===== config.mk =====
export PLATFORM = sky130hd
export DESIGN_NAME = instr_decode_stage
export DESIGN_NICKNAME = d
export VERILOG_FILES = /design/src/rtl/legv8_pkg.sv /design/src/rtl/legv8_decoder.sv /design/src/rtl/instr_decode_stage.sv
export SDC_FILE = /design/constraint.sdc
export NUM_CORES = 1
export LEC_CHECK = 0
export ABC_AREA = 1
export CAP_MARGIN = 5
export CORE_MARGIN = 4
export CORE_UTILIZATION = 35
export CTS_CLUSTER_DIAMETER = 100
export DETAILED_ROUTE_END_ITERATION = 8
export GPL_TIMING_DRIVEN = 0
export PLACE_DENSITY_LB_ADDON = 0.08
export SKIP_CTS_REPAIR_TIMING = 1
export SLEW_MARGIN = 25
export SYNTH_ARGS = -nofsm -noshare
export SYNTH_HDL_FRONTEND = slang
export SYNTH_HIERARCHICAL = 1
export SYNTH_SLANG_ARGS = --single-unit

===== constraint.sdc =====
create_clock -name clock -period 1.3 [get_ports clock]
set_clock_uncertainty 0.15 [all_clocks]
set_input_delay 0.39 -clock clock [delete_from_list [all_inputs] [get_ports clock]]
set_output_delay 0.39 -clock clock [all_outputs]
set_load 0.01 [all_outputs]

===== src/rtl/legv8_pkg.sv =====
// Shared LEGv8 decode definitions: opcode constants, ALUOp encodings and the
// control bundle passed from the decoder to the decode stage.
package legv8_pkg;

    localparam logic [10:0] OP_ADD  = 11'b10001011000;
    localparam logic [10:0] OP_SUB  = 11'b11001011000;
    localparam logic [10:0] OP_AND  = 11'b10001010000;
    localparam logic [10:0] OP_ORR  = 11'b10101010000;
    localparam logic [10:0] OP_LDUR = 11'b11111000010;
    localparam logic [10:0] OP_STUR = 11'b11111000000;
    // CBZ is identified by an 8-bit prefix; the low opcode bits are immediate.
    localparam logic [7:0]  OP_CBZ  = 8'b10110100;

    localparam logic [1:0] ALUOP_MEM   = 2'b00;
    localparam logic [1:0] ALUOP_CBZ   = 2'b01;
    localparam logic [1:0] ALUOP_RTYPE = 2'b10;

    typedef struct packed {
        logic       reg_write;
        logic       mem_read;
        logic       mem_write;
        logic       branch;
        logic [1:0] alu_op;
        logic       rt_as_read2;  // Read2 comes from Rt [4:0] instead of Rm
        logic       reads_read2;  // Read2 is a real source operand
    } decode_ctrl_t;

    typedef struct packed {
        logic        valid;
        logic [4:0]  read1;
        logic [4:0]  read2;
        logic [4:0]  write_reg;
        logic        reg_write;
        logic [1:0]  alu_op;
        logic [10:0] opcode;
        logic        mem_read;
        logic        mem_write;
        logic        branch;
        logic        illegal;
    } stage_reg_t;

endpackage


===== src/rtl/legv8_decoder.sv =====
// Purely combinational LEGv8 opcode decoder: instruction word in, control
// bundle and illegal-opcode flag out.
module legv8_decoder
    import legv8_pkg::*;
(
    input  logic [31:0]  instr,
    output decode_ctrl_t ctrl,
    output logic         illegal
);

    always_comb begin
        // NOTE: every output gets a default first so no path can infer a latch.
        ctrl    = '0;
        illegal = 1'b0;
        if (instr[31:24] == OP_CBZ) begin
            ctrl.branch      = 1'b1;
            ctrl.alu_op      = ALUOP_CBZ;
            ctrl.rt_as_read2 = 1'b1;
            ctrl.reads_read2 = 1'b1;
        end else begin
            case (instr[31:21])
                OP_ADD, OP_SUB, OP_AND, OP_ORR: begin
                    ctrl.reg_write   = 1'b1;
                    ctrl.alu_op      = ALUOP_RTYPE;
                    ctrl.reads_read2 = 1'b1;
                end
                OP_LDUR: begin
                    ctrl.reg_write = 1'b1;
                    ctrl.mem_read  = 1'b1;
                    ctrl.alu_op    = ALUOP_MEM;
                end
                OP_STUR: begin
                    ctrl.mem_write   = 1'b1;
                    ctrl.alu_op      = ALUOP_MEM;
                    ctrl.rt_as_read2 = 1'b1;
                    ctrl.reads_read2 = 1'b1;
                end
                default: illegal = 1'b1;
            endcase
        end
    end

endmodule


===== src/rtl/instr_decode_stage.sv =====
// Registered LEGv8 decode stage with valid/ready input, stall/flush and
// optional load-use bubble insertion (enabled by `INSTR_DECODE_HAZARD_EN).
module instr_decode_stage
    import legv8_pkg::*;
(
    input  logic        clock,
    input  logic        reset_n,
    input  logic        instr_valid,
    input  logic [31:0] instr,
    output logic        instr_ready,
    input  logic        stall,
    input  logic        flush,
    output logic        out_valid,
    output logic [4:0]  Read1,
    output logic [4:0]  Read2,
    output logic [4:0]  WriteReg,
    output logic        RegWrite,
    output logic [1:0]  ALUOp,
    output logic [10:0] Opcode,
    output logic        MemRead,
    output logic        MemWrite,
    output logic        Branch,
    output logic        illegal_instr
);

    decode_ctrl_t ctrl;
    logic         dec_illegal;
    logic [4:0]   src2;
    logic         hazard;
    stage_reg_t   stage_q;
    stage_reg_t   stage_d;
    stage_reg_t   decoded;

    legv8_decoder u_decoder (
        .instr   (instr),
        .ctrl    (ctrl),
        .illegal (dec_illegal)
    );

    assign src2 = ctrl.rt_as_read2 ? instr[4:0] : instr[20:16];

`ifdef INSTR_DECODE_HAZARD_EN
    logic load_pending;
    // XZR is hard-wired zero, so a load targeting it can never feed a consumer.
    assign load_pending = stage_q.valid & stage_q.mem_read & (stage_q.write_reg != 5'd31);
    assign hazard = instr_valid & load_pending &
                    ((instr[9:5] == stage_q.write_reg) |
                     (ctrl.reads_read2 & (src2 == stage_q.write_reg)));
`else
    assign hazard = 1'b0;
`endif

    assign instr_ready = reset_n & (flush | (~stall & ~hazard));

    always_comb begin
        decoded           = '0;
        decoded.valid     = 1'b1;
        decoded.read1     = instr[9:5];
        decoded.read2     = src2;
        decoded.write_reg = instr[4:0];
        decoded.reg_write = ctrl.reg_write;
        decoded.alu_op    = ctrl.alu_op;
        decoded.opcode    = instr[31:21];
        decoded.mem_read  = ctrl.mem_read;
        decoded.mem_write = ctrl.mem_write;
        decoded.branch    = ctrl.branch;
    end

    always_comb begin
        stage_d = '0;
        if (flush) begin
            stage_d = '0;
        end else if (stall) begin
            // Held contents stay, but the illegal flag is a one-cycle pulse.
            stage_d         = stage_q;
            stage_d.illegal = 1'b0;
        end else if (hazard) begin
            stage_d = '0;
        end else if (instr_valid) begin
            if (dec_illegal) begin
                stage_d.illegal = 1'b1;
            end else begin
                stage_d = decoded;
            end
        end
    end

    always_ff @(posedge clock or negedge reset_n) begin
        if (!reset_n) begin
            stage_q <= '0;
        end else begin
            // NOTE: sequential state uses non-blocking assignment so every
            // register samples its inputs from before the edge.
            stage_q <= stage_d;
        end
    end

    assign out_valid     = stage_q.valid;
    assign Read1         = stage_q.read1;
    assign Read2         = stage_q.read2;
    assign WriteReg      = stage_q.write_reg;
    assign RegWrite      = stage_q.reg_write;
    assign ALUOp         = stage_q.alu_op;
    assign Opcode        = stage_q.opcode;
    assign MemRead       = stage_q.mem_read;
    assign MemWrite      = stage_q.mem_write;
    assign Branch        = stage_q.branch;
    assign illegal_instr = stage_q.illegal;

endmodule


==> metrics.yaml, run 1 <==
cells_and_area:
  antennaDiodeCount: 0
  final_common_cell: "nand2_1"
  fin_util_pct: 63.71
  drive_gt1_share_pct: 54.21
  finalNonFillerCells: 388
  nets: 357
  most-common-layout-cells: "nand2_1 (87), dfrtp_1 (34), buf_4 (30)"
  synthToLayoutAreaGrowth_pct: 75.68
clocking:
  cts_root_buf: "clkbuf_8"
  cts_inserted_buffers: 5
  cts_sinks: 34
  clkTransAtPathRegs_ns: 0.07
  cts_max_level: 2
  cts_tree: "built"
  clk_path_buf_depth: 2
  insertion_delay_ns: 0.28
floorplan:
  die_y_um: 77.96
  core_mm2: 0.004723
  start_util_pct: 36.26
  die_area_mm2: 0.006077
  ios: 72
  rows: 25
  die_w_um: 77.96
hold_path:
  min_path_cells: 2
  hold_path.class: "input port to register"
  worstHoldStart: "flush"
timing:
  slew_violations: 0
  hold_viol: 0
  period_minus_slack_ns: 1.657
  max_slew.worst_pin.slew_ns: 0.5268
  setup_viol: 67
  min_period_over_period_pct: 127.5
  slew_headroom_pct: 64.76
  finalSetupTns_ns: -11.78
  rsz0062_at_grt: "true"
  worst_slack_ns: -0.3570
  fmax_ghz: 0.6035
global_routing:
  grtUsageMet1_pct: 19.12
  grt_pass1_wl_um: 6844
  busiest_layer: "met2"
  grt_use_total_pct: 14.18
  grt_pass1_vias: 1458
  grt_overflow_total: 0
  grt_max_degree: 25
  use_met3_pct: 4.060
  antenna_found_initial: 0
  grtUsageMet2_pct: 21.32
drt:
  drtAntennaViolNets: 0
  wl_um: 4805
  dr.first_iter.drc_count: 85
  avgViaCountPerCell: 4.250
  wl_per_cell_um: 12.38
  drc_errors: 0
  drtPass1Iterations: 4
  vias: 1649
worst_setup_path:
  cpPeakStageDelay_ns: 0.22
  cp_top_family: "simple AND/OR/NAND/NOR gates"
  cp_num_buf_inv: 5
  cp.depth: 14
  arrival_ns: 1.73
  crit_required_ns: 1.38
  r2r_slack_ns: 0.41
  cp-start-kind: "input port"
  path_cells: "buf_12, inv_8, nor2_4, nand3_2, nor2_4, nor2_2, inv_2, nor2_4, inv_2, nand2_4, nor2_8, clkbuf_16, nand2_2, nand2_1"
  startpoint: "instr[31]"
  reg2regPathDepth: 3
  cp_common_cell: "nor2_4"
  crit_fanout: 6
  path_class: "input port to register"
  cpMaxStageDelayCell: "nor2_8"
  reg2reg_from: "WriteReg[4]"
  crit_path_end_kind: "register"
place:
  dp_slack_ns: -1.322
  placed_cells: 347
  dp_hpwl_um: 3126
  buffer_ports.inserted: 65
  gp_congestion: 0.7431
yosys:
  synthCells: 214
  synth_area_mm2: 0.001713
  syn_avg_cell_area_um2: 8.004
  synth_fp_nets: 251
  yosysWarnings: 6
power:
  ir_worst_vdd_mv: 0.5125
  p_leak_nw: 1.765
  powerDensity_mw_per_mm2: 764.3
run_status:
  status: "finished, violations left"
  violations: "setup timing"
flow_run:
  cap_violations: 0
==> registers in the layout (all words and copies together), names as in the netlist <==
| name | count |
|---|---|
| ALUOp | 2 |
| Branch | 1 |
| MemRead | 1 |
| MemWrite | 1 |
| Opcode | 11 |
| Read1 | 5 |
| Read2 | 5 |
| RegWrite | 1 |
| WriteReg | 5 |
| illegal_instr | 1 |
| out_valid | 1 |
==> metal layers <==
layer	vias up	part of all wire, %
met1	746	45
met3	8	6.0
li1	848	-
met5	-	0
met2	47	47
met4	0	1.7
==> per-stage QoR <==
step | hold WS [ns] | total power, W | cell area (um2)
4_1_cts | -0.1668 | 0.002251 | 2639
2_1_floorplan | -0.05559 | 0.001165 | 1779
5_1_grt | 0.1127 | 0.002405 | 3009
3_3_place_gp | 0.3108 | 0.001327 | 2514
3_5_place_dp | 0.1437 | 0.001332 | 2529
6_report | 0.1198 | 0.002300 | 3009
==> power breakdown <==
group          switching [W]  total [W]  internal (W)  leakage, nW
sequential       0.000000654    0.00106       0.00106        0.475
combinational       0.000159   0.000325      0.000166         1.23
clock               0.000380   0.000915      0.000535       0.0575
total               0.000540    0.00230       0.00176         1.76
==> worst paths after layout <==
kind	end
worst max-delay path	Opcode[9]
max in group asynchronous	Opcode[2]
worst max register to register	WriteReg[4]
worst min register to register	Read1[4]
min in group asynchronous	Read1[2]
worst min-delay path	illegal_instr
==> area by class of cell <==
cell class,instances,area [um2]
plain buffers,7,83.83
fillers,417,1714
inverters,19,103.9
well taps,67,83.83
repair buffers,99,853.3
clock buffers,8,110.1
flip-flops and latches,34,850.8
multi-input cells,154,923.4
==> worst reg2reg max path, delay by kind of cell, from the launching register on <==
family	cells	cell delay [ns]
flops	1	0.40
simple gates	2	0.11
buf+inv	1	0.14
Power figures use the tool's default switching activity.
==> run 2, diff against run 1 <==
--- a/config.mk
+++ b/config.mk
@@ -7,11 +7,13 @@
 export LEC_CHECK = 0
 export ABC_AREA = 1
 export CAP_MARGIN = 5
+export CELL_PAD_IN_SITES_DETAIL_PLACEMENT = 1
+export CELL_PAD_IN_SITES_GLOBAL_PLACEMENT = 2
 export CORE_MARGIN = 4
-export CORE_UTILIZATION = 35
+export CORE_UTILIZATION = 23
 export CTS_CLUSTER_DIAMETER = 100
 export DETAILED_ROUTE_END_ITERATION = 8
-export GPL_TIMING_DRIVEN = 0
+export GPL_TIMING_DRIVEN = 1
 export PLACE_DENSITY_LB_ADDON = 0.08
 export SKIP_CTS_REPAIR_TIMING = 1
 export SLEW_MARGIN = 25
==> run 2 against run 1 <==
- worst hold slack got worse by 0.12 ns
- core utilization decreased by 24 points
- die area increased by 46%
- first-iteration DRC count decreased by 80%
- critical endpoint is now Read2[1]
- critical path depth increased by 2
- sequential cell count unchanged
- combinational power decreased by 14%
- count of clock-buffer cells in the layout decreased by 1
- the flow still finishes with violations (setup timing)
==> metrics.yaml, run 2 (synthesis gave the netlist of run 1 again) <==
run_status:
  status: "finished, violations left"
  violations: "setup timing"
drt:
  drc_errors: 0  # unchanged
  avgViaCountPerCell: 3.913  # -7.9%
  drtAntennaViolNets: 0  # unchanged
  wl_per_cell_um: 12.65  # +2.1%
  vias: 1667  # +1.1%
  dr.first_iter.drc_count: 17  # -80%
  drtPass1Iterations: 4  # unchanged
  wl_um: 5389  # +12%
global_routing:
  grt_pass1_vias: 1673  # +15%
  grt_overflow_total: 0  # unchanged
  grt_max_degree: 35  # +40%
  grt_use_total_pct: 12.09  # -2.1 points
  antenna_found_initial: 0  # unchanged
  grt_pass1_wl_um: 8245  # +20%
floorplan:
  die_w_um: 94.30  # +21%
  core_mm2: 0.007253  # +54%
  ios: 72  # unchanged
  die_y_um: 94.30  # +21%
  start_util_pct: 23.62  # -13 points
  die_area_mm2: 0.008892  # +46%
  rows: 31  # +24%
place:
  dp_hpwl_um: 3754  # +20%
  dp_slack_ns: -1.091  # +0.2304 ns
  postPlaceCellArea_mm2: 0.002711  # +7.2%
  gp_congestion: 0.7145  # -3.8%
  buffer_ports.inserted: 65  # unchanged
timing:
  slew_headroom_pct: 69.38  # +4.6 points
  period_minus_slack_ns: 1.701  # +0.04407 ns
  slew_violations: 0  # unchanged
  finalSetupTns_ns: -13.24  # -1.467 ns
  max_slew.worst_pin.slew_ns: 0.4593  # -0.06756 ns
  hold_viol: 0  # unchanged
  min_period_over_period_pct: 130.9  # +3.4 points
  worst_slack_ns: -0.4011  # -0.04407 ns
  setup_viol: 69  # +3.0%
  rsz0062_at_grt: "true"
  fmax_ghz: 0.5879  # -2.6%
cells_and_area:
  design_area_mm2: 0.002878  # -4.4%
  antennaDiodeCount: 0  # unchanged
  nets: 363  # +1.7%
  fin_util_pct: 39.68  # -24 points
  fillers: 906  # +120%
  synthToLayoutAreaGrowth_pct: 68.01
  largest_reg_flops: 11  # unchanged
  most-common-layout-cells: "nand2_1 (84), clkbuf_2 (43), buf_4 (41)"
  drive_gt1_share_pct: 54.13  # -0.077 points
  final_common_cell: "nand2_1"
flow_run:
  cap_violations: 0  # unchanged
clocking:
  clk_path_buf_depth: 2  # unchanged
  cts_tree: "built"
  cts_sinks: 34  # unchanged
  cts_root_buf: "clkbuf_8"
  clkTransAtPathRegs_ns: 0.07  # about the same
  insertion_delay_ns: 0.28  # about the same
  cts_inserted_buffers: 5  # unchanged
  cts_max_level: 2  # unchanged
worst_setup_path:
  crit_fanout: 7  # +1
  reg2regPathDepth: 3  # unchanged
  regToRegEndpoint: "out_valid"
  endpoint: "Read2[1]"
  r2r_slack_ns: 0.40  # about the same
  path_class: "input port to register"
  arrival_ns: 1.77  # +0.04 ns
  startpoint: "instr[26]"
  crit_path_end_kind: "register"
  crit_required_ns: 1.37  # about the same
  cp-start-kind: "input port"
  reg2reg_from: "out_valid"
power:
  powerDensity_mw_per_mm2: 743.6  # -2.7%
  ir_worst_vdd_mv: 0.3429  # -33%
  p_leak_nw: 1.696  # -3.9%
hold_path:
  hold_path.class: "input port to async pin"
## run 2: cell count changes in the layout (fill, tap and decap cells not counted), moves of 5 or more
cell,change
buf_4,+11
clkbuf_2,+18
inv_1,+5
buf_8,-7
buf_2,-7
nand2_4,-8
nand2_2,+11
## run 2: stage by stage
stage | instances | hold WS (ns) | power [W]
floorplan | 214 | -0.05559 | 0.001165
global placement | 400 | 0.3121 | 0.001369
detailed placement | 400 | 0.3144 | 0.001368
CTS | 408 | 0.01793 | 0.002192
global route | 426 | 0.02944 | 0.002279
finish | 426 | 0.002010 | 0.002140
## run 2: final cells by class
| cell class | instances | area (um2) | share of cell area (%) |
|---|---|---|---|
| Clock buffer | 7 | 86.33 | 3.000 |
| Clock inverter | 1 | 5.005 | 0.1739 |
| Inverter | 19 | 93.84 | 3.261 |
| Multi-Input combinational cell | 154 | 860.8 | 29.91 |
| Sequential cell | 34 | 850.8 | 29.57 |
| Tap cell | 99 | 123.9 | 4.304 |
| Timing Repair Buffer | 112 | 857.1 | 29.78 |
## run 2: worst min path at each step
stage / startpoint / end / slack, ns
floorplan: reset_n / ALUOp[0] / -0.06
global placement: Read1[1] / Read1[1] / 0.31
detailed placement: Opcode[2] / Opcode[2] / 0.31
CTS: reset_n / Read1[4] / 0.02
global route: reset_n / Read1[4] / 0.03
finish: reset_n / Read1[4] / 0.002
## run 2: critical path, stage by stage
cell and delay, ns:
buf_6 0.09, buf_6 0.12, inv_12 0.05, nand2_8 0.04, nor2_4 0.11, nand2_2 0.07
nor2_4 0.12, nor2_2 0.05, inv_2 0.05, nor2_2 0.03, inv_2 0.07, nand2_4 0.07
nor2_8 0.21, clkbuf_16 0.20, nand2_2 0.04, nand2_1 0.05
## run 2: per-layer routing
metal  GRT usage, %  vias to the layer above  wire (um)
li1               -                      853          -
met1          15.07                      770       2435
met3          3.446                        7        284
met5              0                        -          0
met4          4.332                        0         81
met2          19.92                       37       2587
## run 2: power breakdown
part | internal, W | switching [W]
Sequential | 0.00106 | 0.000000625
Clock | 0.000427 | 0.000372
Combinational | 0.000132 | 0.000149
Total | 0.00162 | 0.000521
==> run 3, diff against run 2 <==
--- a/config.mk
+++ b/config.mk
@@ -16,6 +16,7 @@
 export GPL_TIMING_DRIVEN = 1
 export PLACE_DENSITY_LB_ADDON = 0.08
 export SKIP_CTS_REPAIR_TIMING = 1
+export SKIP_LAST_GASP = 1
 export SLEW_MARGIN = 25
 export SYNTH_ARGS = -nofsm -noshare
 export SYNTH_HDL_FRONTEND = slang
==> run 3 against run 2 <==
- the flow still finishes with violations (setup timing)
- sequential cell count stayed put
- wire length hardly changed
- register-to-register slack hardly changed
==> metrics.yaml, run 3 (synthesis gave the netlist of run 1 again) <==
run_status:
  status: "finished, violations left"
  violations: "setup timing"
drt:
  drtPass1Iterations: 4  # unchanged
  wl_per_cell_um: 12.65  # about the same
  wl_um: 5390  # about the same
  dr.first_iter.drc_count: 17  # unchanged
  drc_errors: 0  # unchanged
  drtAntennaViolNets: 0  # unchanged
  vias: 1667  # unchanged
  avgViaCountPerCell: 3.913  # unchanged
power:
  comb_power_share_pct: 13.1  # about the same
  ir_worst_vdd_mv: 0.3429  # unchanged
  power_w: 0.002140  # about the same
  intPower_w: 0.001619  # unchanged
  powerDensity_mw_per_mm2: 744.3  # about the same
  pwr-share-clk_pct: 37.3  # about the same
  seqPwrFrac_pct: 49.5  # about the same
  p_leak_nw: 1.696  # about the same
  netSwitchingPower_w: 0.0005211  # about the same
  power_switching_share_pct: 24.35  # about the same
worst_setup_path:
  cp-start-kind: "input port"
  crit_required_ns: 1.37  # about the same
  crit_fanout: 7  # unchanged
  reg2regPathDepth: 3  # unchanged
  arrival_ns: 1.77  # about the same
  startpoint: "instr[26]"
  path_class: "input port to register"
  crit_path_end_kind: "register"
  reg2reg_from: "out_valid"
  r2r_slack_ns: 0.40  # about the same
  regToRegEndpoint: "out_valid"
hold_path:
  hold_path.class: "input port to async pin"
place:
  placed_cells: 400  # unchanged
  buffer_ports.inserted: 65  # unchanged
  gp_congestion: 0.7145  # unchanged
  dp_hpwl_um: 3754  # unchanged
  dp_slack_ns: -1.091  # unchanged
timing:
  slew_violations: 0  # unchanged
  min_period_over_period_pct: 130.9  # unchanged
  fmax_ghz: 0.5879  # unchanged
  slew_headroom_pct: 69.38  # about the same
  max_slew.worst_pin.slew_ns: 0.4593  # +0.00005412 ns
  rsz0062_at_grt: "true"
  period_minus_slack_ns: 1.701  # unchanged
  hold_viol: 0  # unchanged
  worst_slack_ns: -0.4011  # unchanged
  setup_viol: 69  # unchanged
  finalSetupTns_ns: -13.24  # -0.002400 ns
global_routing:
  antenna_found_initial: 0  # unchanged
  grt_overflow_total: 0  # unchanged
  grt_pass1_vias: 1673  # unchanged
  grt_use_total_pct: 12.09  # unchanged
  grt_pass1_wl_um: 8245  # unchanged
  grt_max_degree: 35  # unchanged
clocking:
  cts_inserted_buffers: 5  # unchanged
  clk_path_buf_depth: 2  # unchanged
  clkTransAtPathRegs_ns: 0.07  # about the same
  cts_tree: "built"
  cts_max_level: 2  # unchanged
  cts_sinks: 34  # unchanged
  cts_root_buf: "clkbuf_8"
  insertion_delay_ns: 0.28  # about the same
floorplan:
  rows: 31  # unchanged
  core_mm2: 0.007253  # unchanged
  ios: 72  # unchanged
  die_y_um: 94.30  # unchanged
  start_util_pct: 23.62  # unchanged
  die_w_um: 94.30  # unchanged
  die_area_mm2: 0.008892  # unchanged
cells_and_area:
  drive_gt1_share_pct: 53.82  # -0.31 points
  fin_util_pct: 39.64  # about the same
  finalNonFillerCells: 426  # unchanged
  nets: 363  # unchanged
  synthToLayoutAreaGrowth_pct: 67.86  # about the same
  largest_reg_flops: 11  # unchanged
  most-common-layout-cells: "nand2_1 (85), clkbuf_2 (43), buf_4 (41)"
  final_common_cell: "nand2_1"
  antennaDiodeCount: 0  # unchanged
flow_run:
  cap_violations: 0  # unchanged
## run 3: cell counts in the layout (fill, tap and decap cells not counted)
No cell type changed its count.
## run 3: worst max-delay path by stage
stage,end,cells after the start
finish,Read2[1],16
global route,Read2[1],14
CTS,instr_ready,4
detailed placement,RegWrite,14
global placement,WriteReg[1],14
floorplan,Opcode[0],14
## run 3: worst max-delay path, stage by stage
cell	delay, ns
buf_6	0.09
buf_6	0.12
inv_12	0.05
nand2_8	0.04
nor2_4	0.11
nand2_2	0.07
nor2_4	0.12
nor2_2	0.05
inv_2	0.05
nor2_2	0.03
inv_2	0.07
nand2_4	0.07
nor2_8	0.21
clkbuf_16	0.20
nand2_2	0.04
nand2_1	0.05
## run 3: layout make-up
cell class	count	area, um2
clock inverter	1	5.005
timing repair buffer	112	857.1
multi-input combinational	154	858.3
clock buffer	7	86.33
sequential	34	850.8
fill	907	4378
inverter	19	93.84
tap	99	123.9
## run 3: per-layer routing
layer  wire length (um)  vias to the layer above  track usage (%)
li1                   -                      853                -
met1               2436                      770            15.07
met2               2587                       37            19.92
met3                284                        7            3.446
met4                 81                        0            4.332
met5                  0                        -                0
## run 3: power by group through the flow
stage	combinational (W)	clock, W	sequential, W
after global routing	0.000310	0.000910	0.00106
after CTS	0.000289	0.000843	0.00106
after floorplan	0.0000831	0	0.00108
after detailed placement	0.000288	0	0.00108
after global placement	0.000289	0	0.00108
final	0.000281	0.000799	0.00106
## run 3: stage by stage
step                      instance area [um2]  hold slack [ns]
final                                    2875         0.002032
after global routing                     2875          0.02944
after CTS                                2803          0.01793
after detailed placement                 2711           0.3144
after global placement                   2711           0.3121
after floorplan                          1779         -0.05559
